[src/rtl/gpo_transmitter_if.sv]
// Word hand-off channel into the GPO/ACK link transmitter.
// The producer drives data/valid and the transmitter answers with ready.
interface gpo_transmitter_if #(
    parameter int DATA_W = 23
);
    logic [DATA_W-1:0] tx_data;
    logic              tx_valid;
    logic              tx_ready;

    modport master (
        output tx_data,
        output tx_valid,
        input  tx_ready
    );

    modport slave (
        input  tx_data,
        input  tx_valid,
        output tx_ready
    );
endinterface

[src/rtl/gpo_transmitter.sv]
// Transmitting end of the 23-bit GPO/ACK parallel link: words queue in a small FIFO,
// then each one is framed on GPO as setup time, a registered ACK strobe, and hold time.
module gpo_transmitter #(
    parameter int FIFO_DEPTH    = 4,
    parameter int SETUP_CYCLES  = 2,
    parameter int STROBE_CYCLES = 2,
    parameter int HOLD_CYCLES   = 2
) (
    input  logic             clk,
    input  logic             reset,
    gpo_transmitter_if.slave tx,
    output logic [22:0]      GPO,
    output logic             ACK,
    output logic             busy,
    output logic [15:0]      frame_count
);
    localparam int DATA_W = 23;
    localparam int AW     = (FIFO_DEPTH > 1) ? $clog2(FIFO_DEPTH) : 1;
    localparam int MAX_A  = (SETUP_CYCLES > STROBE_CYCLES) ? SETUP_CYCLES : STROBE_CYCLES;
    localparam int MAX_P  = (MAX_A > HOLD_CYCLES) ? MAX_A : HOLD_CYCLES;
    localparam int CNT_W  = (MAX_P > 1) ? $clog2(MAX_P) : 1;

    localparam logic [CNT_W-1:0] SETUP_LD  = CNT_W'(SETUP_CYCLES - 1);
    localparam logic [CNT_W-1:0] STROBE_LD = CNT_W'(STROBE_CYCLES - 1);
    localparam logic [CNT_W-1:0] HOLD_LD   = CNT_W'(HOLD_CYCLES - 1);
    localparam logic [AW:0]      DEPTH_CNT = (AW + 1)'(FIFO_DEPTH);

    typedef enum logic [1:0] {
        IDLE   = 2'd0,
        SETUP  = 2'd1,
        STROBE = 2'd2,
        HOLD   = 2'd3
    } state_t;

    state_t             state;
    state_t             state_nxt;
    logic [CNT_W-1:0]   cnt;
    logic [CNT_W-1:0]   cnt_nxt;
    logic               cnt_zero;
    logic               ack_nxt;
    logic               frame_done;

    logic [DATA_W-1:0]  mem [FIFO_DEPTH];
    logic [AW-1:0]      wr_ptr;
    logic [AW-1:0]      rd_ptr;
    logic [AW:0]        count;
    logic               full;
    logic               empty;
    logic               push;
    logic               pop;

    // Ready comes from registered occupancy only, so a pop never re-opens a full FIFO early.
    assign full        = (count == DEPTH_CNT);
    assign empty       = (count == '0);
    assign tx.tx_ready = !full;
    assign push        = tx.tx_valid && !full;
    assign cnt_zero    = (cnt == '0);
    assign busy        = (state != IDLE) || !empty;

    always_ff @(posedge clk or posedge reset) begin
        if (reset) begin
            state <= IDLE;
        end else begin
            state <= state_nxt;
        end
    end

    always_comb begin
        state_nxt = state;
        case (state)
            IDLE:    if (!empty)  state_nxt = SETUP;
            SETUP:   if (cnt_zero) state_nxt = STROBE;
            STROBE:  if (cnt_zero) state_nxt = HOLD;
            HOLD:    if (cnt_zero) state_nxt = IDLE;
            default: state_nxt = IDLE;
        endcase
    end

    // One shared down-counter times every phase; each transition reloads it for the next phase.
    always_comb begin
        pop        = 1'b0;
        frame_done = 1'b0;
        ack_nxt    = ACK;
        cnt_nxt    = cnt;
        case (state)
            IDLE: begin
                ack_nxt = 1'b0;
                if (!empty) begin
                    pop     = 1'b1;
                    cnt_nxt = SETUP_LD;
                end
            end
            SETUP: begin
                if (cnt_zero) begin
                    ack_nxt = 1'b1;
                    cnt_nxt = STROBE_LD;
                end else begin
                    cnt_nxt = cnt - CNT_W'(1);
                end
            end
            STROBE: begin
                if (cnt_zero) begin
                    ack_nxt = 1'b0;
                    cnt_nxt = HOLD_LD;
                end else begin
                    cnt_nxt = cnt - CNT_W'(1);
                end
            end
            HOLD: begin
                if (cnt_zero) begin
                    frame_done = 1'b1;
                end else begin
                    cnt_nxt = cnt - CNT_W'(1);
                end
            end
            default: begin
                ack_nxt = 1'b0;
            end
        endcase
    end

    always_ff @(posedge clk) begin
        if (push) begin
            mem[wr_ptr] <= tx.tx_data;
        end
    end

    always_ff @(posedge clk or posedge reset) begin
        if (reset) begin
            cnt         <= '0;
            ACK         <= 1'b0;
            GPO         <= '0;
            frame_count <= '0;
            wr_ptr      <= '0;
            rd_ptr      <= '0;
            count       <= '0;
        end else begin
            cnt <= cnt_nxt;
            ACK <= ack_nxt;
            // GPO only moves when a word leaves the FIFO, which keeps it stable across setup/strobe/hold.
            if (pop) begin
                GPO    <= mem[rd_ptr];
                rd_ptr <= rd_ptr + AW'(1);
            end
            if (push) begin
                wr_ptr <= wr_ptr + AW'(1);
            end
            if (push && !pop) begin
                count <= count + (AW + 1)'(1);
            end else if (pop && !push) begin
                count <= count - (AW + 1)'(1);
            end
            if (frame_done) begin
                frame_count <= frame_count + 16'd1;
            end
        end
    end
endmodule

[src/flat_wrapper.sv]
// flat-port wrapper written by rule: the top's interface ports become plain ports
module gpo_transmitter_flat 
#(
    parameter int FIFO_DEPTH    = 4,
    parameter int SETUP_CYCLES  = 2,
    parameter int STROBE_CYCLES = 2,
    parameter int HOLD_CYCLES   = 2
)
  (clk, reset, GPO, ACK, busy, frame_count, tx_tx_data, tx_tx_valid, tx_tx_ready);
  gpo_transmitter_if tx_i ();
  input  logic clk;
  input  logic reset;
  output logic [22:0] GPO;
  output logic ACK;
  output logic busy;
  output logic [15:0] frame_count;
  input wire logic [$bits(tx_i.tx_data)-1:0] tx_tx_data;
  input wire logic [$bits(tx_i.tx_valid)-1:0] tx_tx_valid;
  output wire logic [$bits(tx_i.tx_ready)-1:0] tx_tx_ready;
  assign tx_i.tx_data = tx_tx_data;
  assign tx_i.tx_valid = tx_tx_valid;
  assign tx_tx_ready = tx_i.tx_ready;
  gpo_transmitter #(.FIFO_DEPTH(FIFO_DEPTH), .SETUP_CYCLES(SETUP_CYCLES), .STROBE_CYCLES(STROBE_CYCLES), .HOLD_CYCLES(HOLD_CYCLES)) u_core (.clk(clk), .reset(reset), .tx(tx_i), .GPO(GPO), .ACK(ACK), .busy(busy), .frame_count(frame_count));
endmodule
[config.mk]
export PLATFORM = sky130hd
export DESIGN_NAME = gpo_transmitter_flat
export DESIGN_NICKNAME = d
export VERILOG_FILES = /design/src/rtl/gpo_transmitter_if.sv /design/src/rtl/gpo_transmitter.sv /design/src/flat_wrapper.sv
export SDC_FILE = /design/constraint.sdc
export NUM_CORES = 1
export LEC_CHECK = 0
export BUFFER_PORTS_ARGS = -buffer_cell sky130_fd_sc_hd__buf_2
export CORE_MARGIN = 3
export CORE_UTILIZATION = 52
export DETAILED_ROUTE_END_ITERATION = 6
export GPL_ROUTABILITY_DRIVEN = 0
export MAX_ROUTING_LAYER = met4
export PLACE_DENSITY = 0.74
export SYNTH_ARGS = -nofsm -noshare
export SYNTH_HDL_FRONTEND = slang
export SYNTH_SLANG_ARGS = --single-unit
[constraint.sdc]
create_clock -name clk -period 3.61 [get_ports clk]
set_clock_uncertainty 0.05 [all_clocks]
set_input_delay 0.5415 -clock clk [delete_from_list [all_inputs] [get_ports clk]]
set_output_delay 0.5415 -clock clk [all_outputs]
set_load 0.02 [all_outputs]
# == Word level (Yosys, flattened, before mapping) ==
# Memories as Yosys holds them, arrays and structs flattened. A register that Yosys moved wholly into a read port is not among the register bits.
# Cells that the tools add are included.
# word_totals
reg_bits,27
ramBits,92
in_bits,26
output_inout_bits,42
memories,1
# classes
add_sub_neg,6
n_eq_ne,8
muxes,20
n_reduce_logical,16
# memory_table
memory,words,word_bits,read_ports,rd_ports_with_merged_regs,write_ports,line,rtl
u_core.mem,4,23,1,1,1,gpo_transmitter.sv:43,logic [DATA_W-1:0] mem [FIFO_DEPTH];
# op_table
cell,count
adder 16 x 1 -> 16 bit (second input constant),1
2-to-1 mux 1 bit,11
2-to-1 mux 2 bit,4
inequality test 2 bit (second input constant),4
one-hot mux 2 bit (4 select lines),1
2-to-1 mux 3 bit,2
one-hot mux 1 bit (3 select lines),2
adder 2 x 1 -> 2 bit (second input constant),2
equality test 2 bit (second input constant),2
zero test 1 bit,4
AND reduction 4 bit,1
nonzero test 2 bit,2
adder 3 x 1 -> 3 bit (second input constant),1
equality test 3 bit (second input constant),1
logical AND 1 bit,3
zero test 3 bit,1
AND reduction 3 bit,1
nonzero test 3 bit,1
subtractor 3 x 1 -> 3 bit (second input constant),1
equality test 2 x 1 -> 1 bit (second input constant),1
zero test 2 bit,1
OR reduction 2 bit,1
logical OR 1 bit,1
subtractor 1 bit (second input constant),1

# == Longest topological paths before layout ==
# logic_depth
word_depth,7
ltp_mapped,10
depth_no_buf,9

# == Least setup slack after synthesis ==
# Ideal clock, no wire load.
# synth_path
path_kind,flip-flop to flip-flop
start,register u_core.count[1]
end,register u_core.count[2]
setup_ns,0.079
t_arrival_ns,2.077
slack_ns,1.403
path_stages_with_launch,9
path_buffers,1
period_less_slack_ns,2.207
cell_sequence,dfrtp_1 -> o31ai_4 -> buf_2 -> ha_1 -> inv_1 -> fa_1 -> xor2_1 -> nor2_1 -> xor2_1
# synth_via
elab_chain_cells,6
elab_cells_between_ends,15
cone_classes,2 x add/sub; 1 x eq/ne; 4 x mux; 8 x reduce/logical
# synth_lines
element,line,rtl
"start, declared",gpo_transmitter.sv:46,logic [AW:0] count;
"start signal, assigned",gpo_transmitter.sv:149,count <= count + (AW + 1)'(1);
"start signal, assigned",gpo_transmitter.sv:151,count <= count - (AW + 1)'(1);
branches (longest 6 deep; another with subtractor 3 x 1 -> 3 bit),-,
# Parallel ways; which one is timed is not known. The select of a mux whose other input is x is not followed.
# A chain may end at the register's enable or synchronous reset.

# == Final worst setup path ==
# layout_path
start,register u_core.state[0]
end,output busy
# layout_via
elab_chain_cells,2
# layout_lines
element,line,rtl
"start, declared",gpo_transmitter.sv:35,state_t state;
"start signal, assigned",gpo_transmitter.sv:64,state <= state_nxt;
nonzero test 2 bit,gpo_transmitter.sv:58,assign busy = (state != IDLE) || !empty;
logical OR 1 bit,gpo_transmitter.sv:58,
"end, declared",flat_wrapper.sv:15,output logic busy;
# Every way passes these cells.

==> flow_summary.json <==
{
  "track_usage_pct": 17.47,
  "ys_seq_area_share_pct": 72.07,
  "worst_pin_slew_ns": 1.198,
  "hold_viol": 0,
  "htree_levels": 4,
  "synth_ff_type": "edfxtp_1",
  "rr_worst_depth": 7,
  "grt_pass1_wl_um": 14610,
  "layout_common_cells": "edfxtp_1 (92), buf_2 (67), dfrtp_1 (49)",
  "finalCritPeriodShare_pct": 61.90,
  "synth_compound_area_share_pct": 0.6515,
  "status": "complete, no violations",
  "final_cells": 521,
  "path_clk_slew_ns": 0.06,
  "rrSetupSlack_ns": 1.47,
  "p_clk_share_pct": 32.2,
  "synth_nets": 327,
  "drive_gt1_share_pct": 42.60,
  "end_kind": "output pin",
  "wirelength_um": 9298,
  "die_area_mm2": 0.01199,
  "dp_hpwl_um": 5557,
  "cp.required_ns": 3.02,
  "layout.nets": 410,
  "cts_sinks": 142,
  "crit_end": "busy",
  "placed_cell_area_mm2": 0.006075,
  "synthCells": 289,
  "cts_buffers": 17,
  "initial_core_util_pct": 53.70,
  "max_freq_ghz": 0.4475,
  "cts.path.max_buffers": 2,
  "p_leak_nw": 2.687,
  "place_ws_ns": 1.491,
  "ir_drop_v": 0.0004525,
  "die_x_um": 109.5,
  "start_kind": "flip-flop",
  "ant_nets": 0,
  "via_count": 2789,
  "yosysUniqueCellTypes": 30,
  "min_path_type": "in2async",
  "report.power.total_mw": 6.140,
  "antenna_found_initial": 0,
  "final_common_cell": "edfxtp_1",
  "cts_root_buf": "clkbuf_8",
  "cts_resized": 0,
  "p_sw_share_pct": 29.20,
  "critPathKind": "reg2out",
  "rsz0062_at_grt": "no",
  "ys_warn_count": 0,
  "grt_start_max_net_pins": 37,
  "firstDrtPassIters": 4,
  "grt_pass1_vias": 2792,
  "syn-mean-instance-area_um2": 19.27,
  "dp.cells": 489,
  "hold_buffers": 0,
  "p_per_area_mw_per_mm2": 908.3,
  "synth_simple_gate_area_share_pct": 4.381,
  "arrival_ns": 1.64,
  "via_per_inst": 5.353,
  "core_area_mm2": 0.01037,
  "synth_top_family_by_area": "multiplexers",
  "setup_ws_ns": 1.375,
  "synth.area.mux_share_pct": 15.32,
  "slowest_delay_ns": 0.42,
  "diodes": 0,
  "n_fill_cell": 727,
  "synth_fa_ha_area_share_pct": 2.831,
  "area_delta_synth_final_pct": 21.39,
  "r2r-start": "u_core.count[0]",
  "p_sw_mw": 1.793,
  "die_h_um": 109.5,
  "port_buffers": 67,
  "wl_per_cell_um": 17.85,
  "period_minus_slack_ns": 2.235,
  "internal_power_mw": 4.347,
  "drc": 0,
  "ios": 68,
  "synthArstFlopShare_pct": 35.21,
  "clk_latency_ns": 0.51,
  "syn_area_mm2": 0.005569,
  "pwr-share-comb_pct": 25.9,
  "slowest_stage": "dfrtp_1",
  "max_slew_margin_pct": 20.11,
  "slew_violations": 0,
  "first_iter_violations": 119,
  "synth_edf_count": 92,
  "stdcell_area_mm2": 0.006760,
  "grt.overflow.total": 0,
  "seqPwrFrac_pct": 41.9,
  "num_rows": 37,
  "tritoncts": "built",
  "critical_path.max_fanout": 4,
  "path_cells": "inv_1, ha_1, nand3b_1, buf_2",
  "drv_cap": 0,
  "timing.final.setup_violations": 0,
  "finalSetupTns_ns": 0,
  "synth_seq_cells": 142,
  "rr_endpoint": "u_core.count[1]",
  "post_cts_buffers": 0,
  "critPathLaunch": "u_core.state[0]",
  "synth_xor_area_share_pct": 3.437
}
[worst min path at each step]
stage                            from  slack (ns)  cells past startpoint                     end
4_1_cts                         reset        0.14                      2  u_core.frame_count[13]
2_1_floorplan         u_core.count[2]        0.48                      1         u_core.count[2]
3_3_place_gp   u_core.frame_count[15]        0.40                      1  u_core.frame_count[15]
3_5_place_dp   u_core.frame_count[15]        0.42                      1  u_core.frame_count[15]
6_report                        reset        0.13                      2  u_core.frame_count[13]
5_1_grt                tx_tx_data[14]        0.17                      1       u_core.mem[3][14]
[final cells by class]
cell class                 count  area, µm²  area share, %
sequential                   142       4015          59.39
clock buffer                  20      455.4          6.737
tap                          136      170.2          2.517
timing repair buffer          73      380.4          5.627
multi-input combinational    131       1483          21.93
clock inverter                12      230.2          3.406
inverter                       7      26.28         0.3887
[Yosys cell counts (all sizes together), types with 2 or more instances]
master | n | area share [%]
buf | 6 | 0.63
xnor2 | 10 | 1.7
clkbuf | 3 | 0.20
o31ai | 2 | 0.52
nor3 | 2 | 0.18
nand2 | 9 | 0.61
inv | 7 | 0.47
and3 | 4 | 0.45
ha | 11 | 2.5
edfxtp | 92 | 50
nand4 | 8 | 1.2
mux2i | 2 | 0.36
dfrtp | 50 | 22
mux4 | 23 | 9.3
xor2 | 11 | 1.7
nor2 | 12 | 0.81
mux2 | 28 | 5.7
[state kept, by name, indices dropped and copies added, names as in the netlist]
| register | flops |
|---|---|
| u_core.GPO | 23 |
| u_core.frame_count | 16 |
| u_core.state | 2 |
| u_core.count | 3 |
| u_core.cnt | 1 |
| u_core.rd_ptr | 2 |
| u_core.mem | 92 |
| u_core.ACK | 1 |
| u_core.wr_ptr | 2 |
[kinds of logic after synthesis]
family | after synthesis
DFF | 142
adders and majority gates | 12
xor gates and xnor gates | 21
and+or+nand+nor | 42
AOI/OAI and AO/OA | 3
muxes | 53
buffers and inverters | 16
[power by group through the flow]
stage | logic, mW | registers, mW | clock network [mW]
floorplan | 1.13 | 2.61 | 0
global placement | 1.58 | 2.59 | 0
detailed placement | 1.62 | 2.62 | 0
CTS | 1.63 | 2.58 | 2.01
global route | 1.74 | 2.64 | 2.08
finish | 1.59 | 2.57 | 1.97
[routing by layer]
metal	share of wire [%]	vias up	GRT usage, %
li1	-	1285	-
met1	44	1429	21.93
met2	51	65	27.16
met3	4.7	10	5.167
met4	0.98	0	6.679
met5	0	-	-
[worst max-delay path: cells and delay by family (launching register included)]
family        cells  cell delay, ns
simple gates      1            0.16
fa+ha+maj         1            0.24
buf+inv           2            0.31
flops             1            0.42
[through the flow]
step	hold slack, ns	utilization (%)
CTS	0.1430	65.19
global route	0.1733	65.19
detailed placement	0.4202	58.58
floorplan	0.4775	-
global placement	0.4021	58.58
finish	0.1274	65.19
Power figures use the tool's default switching activity.
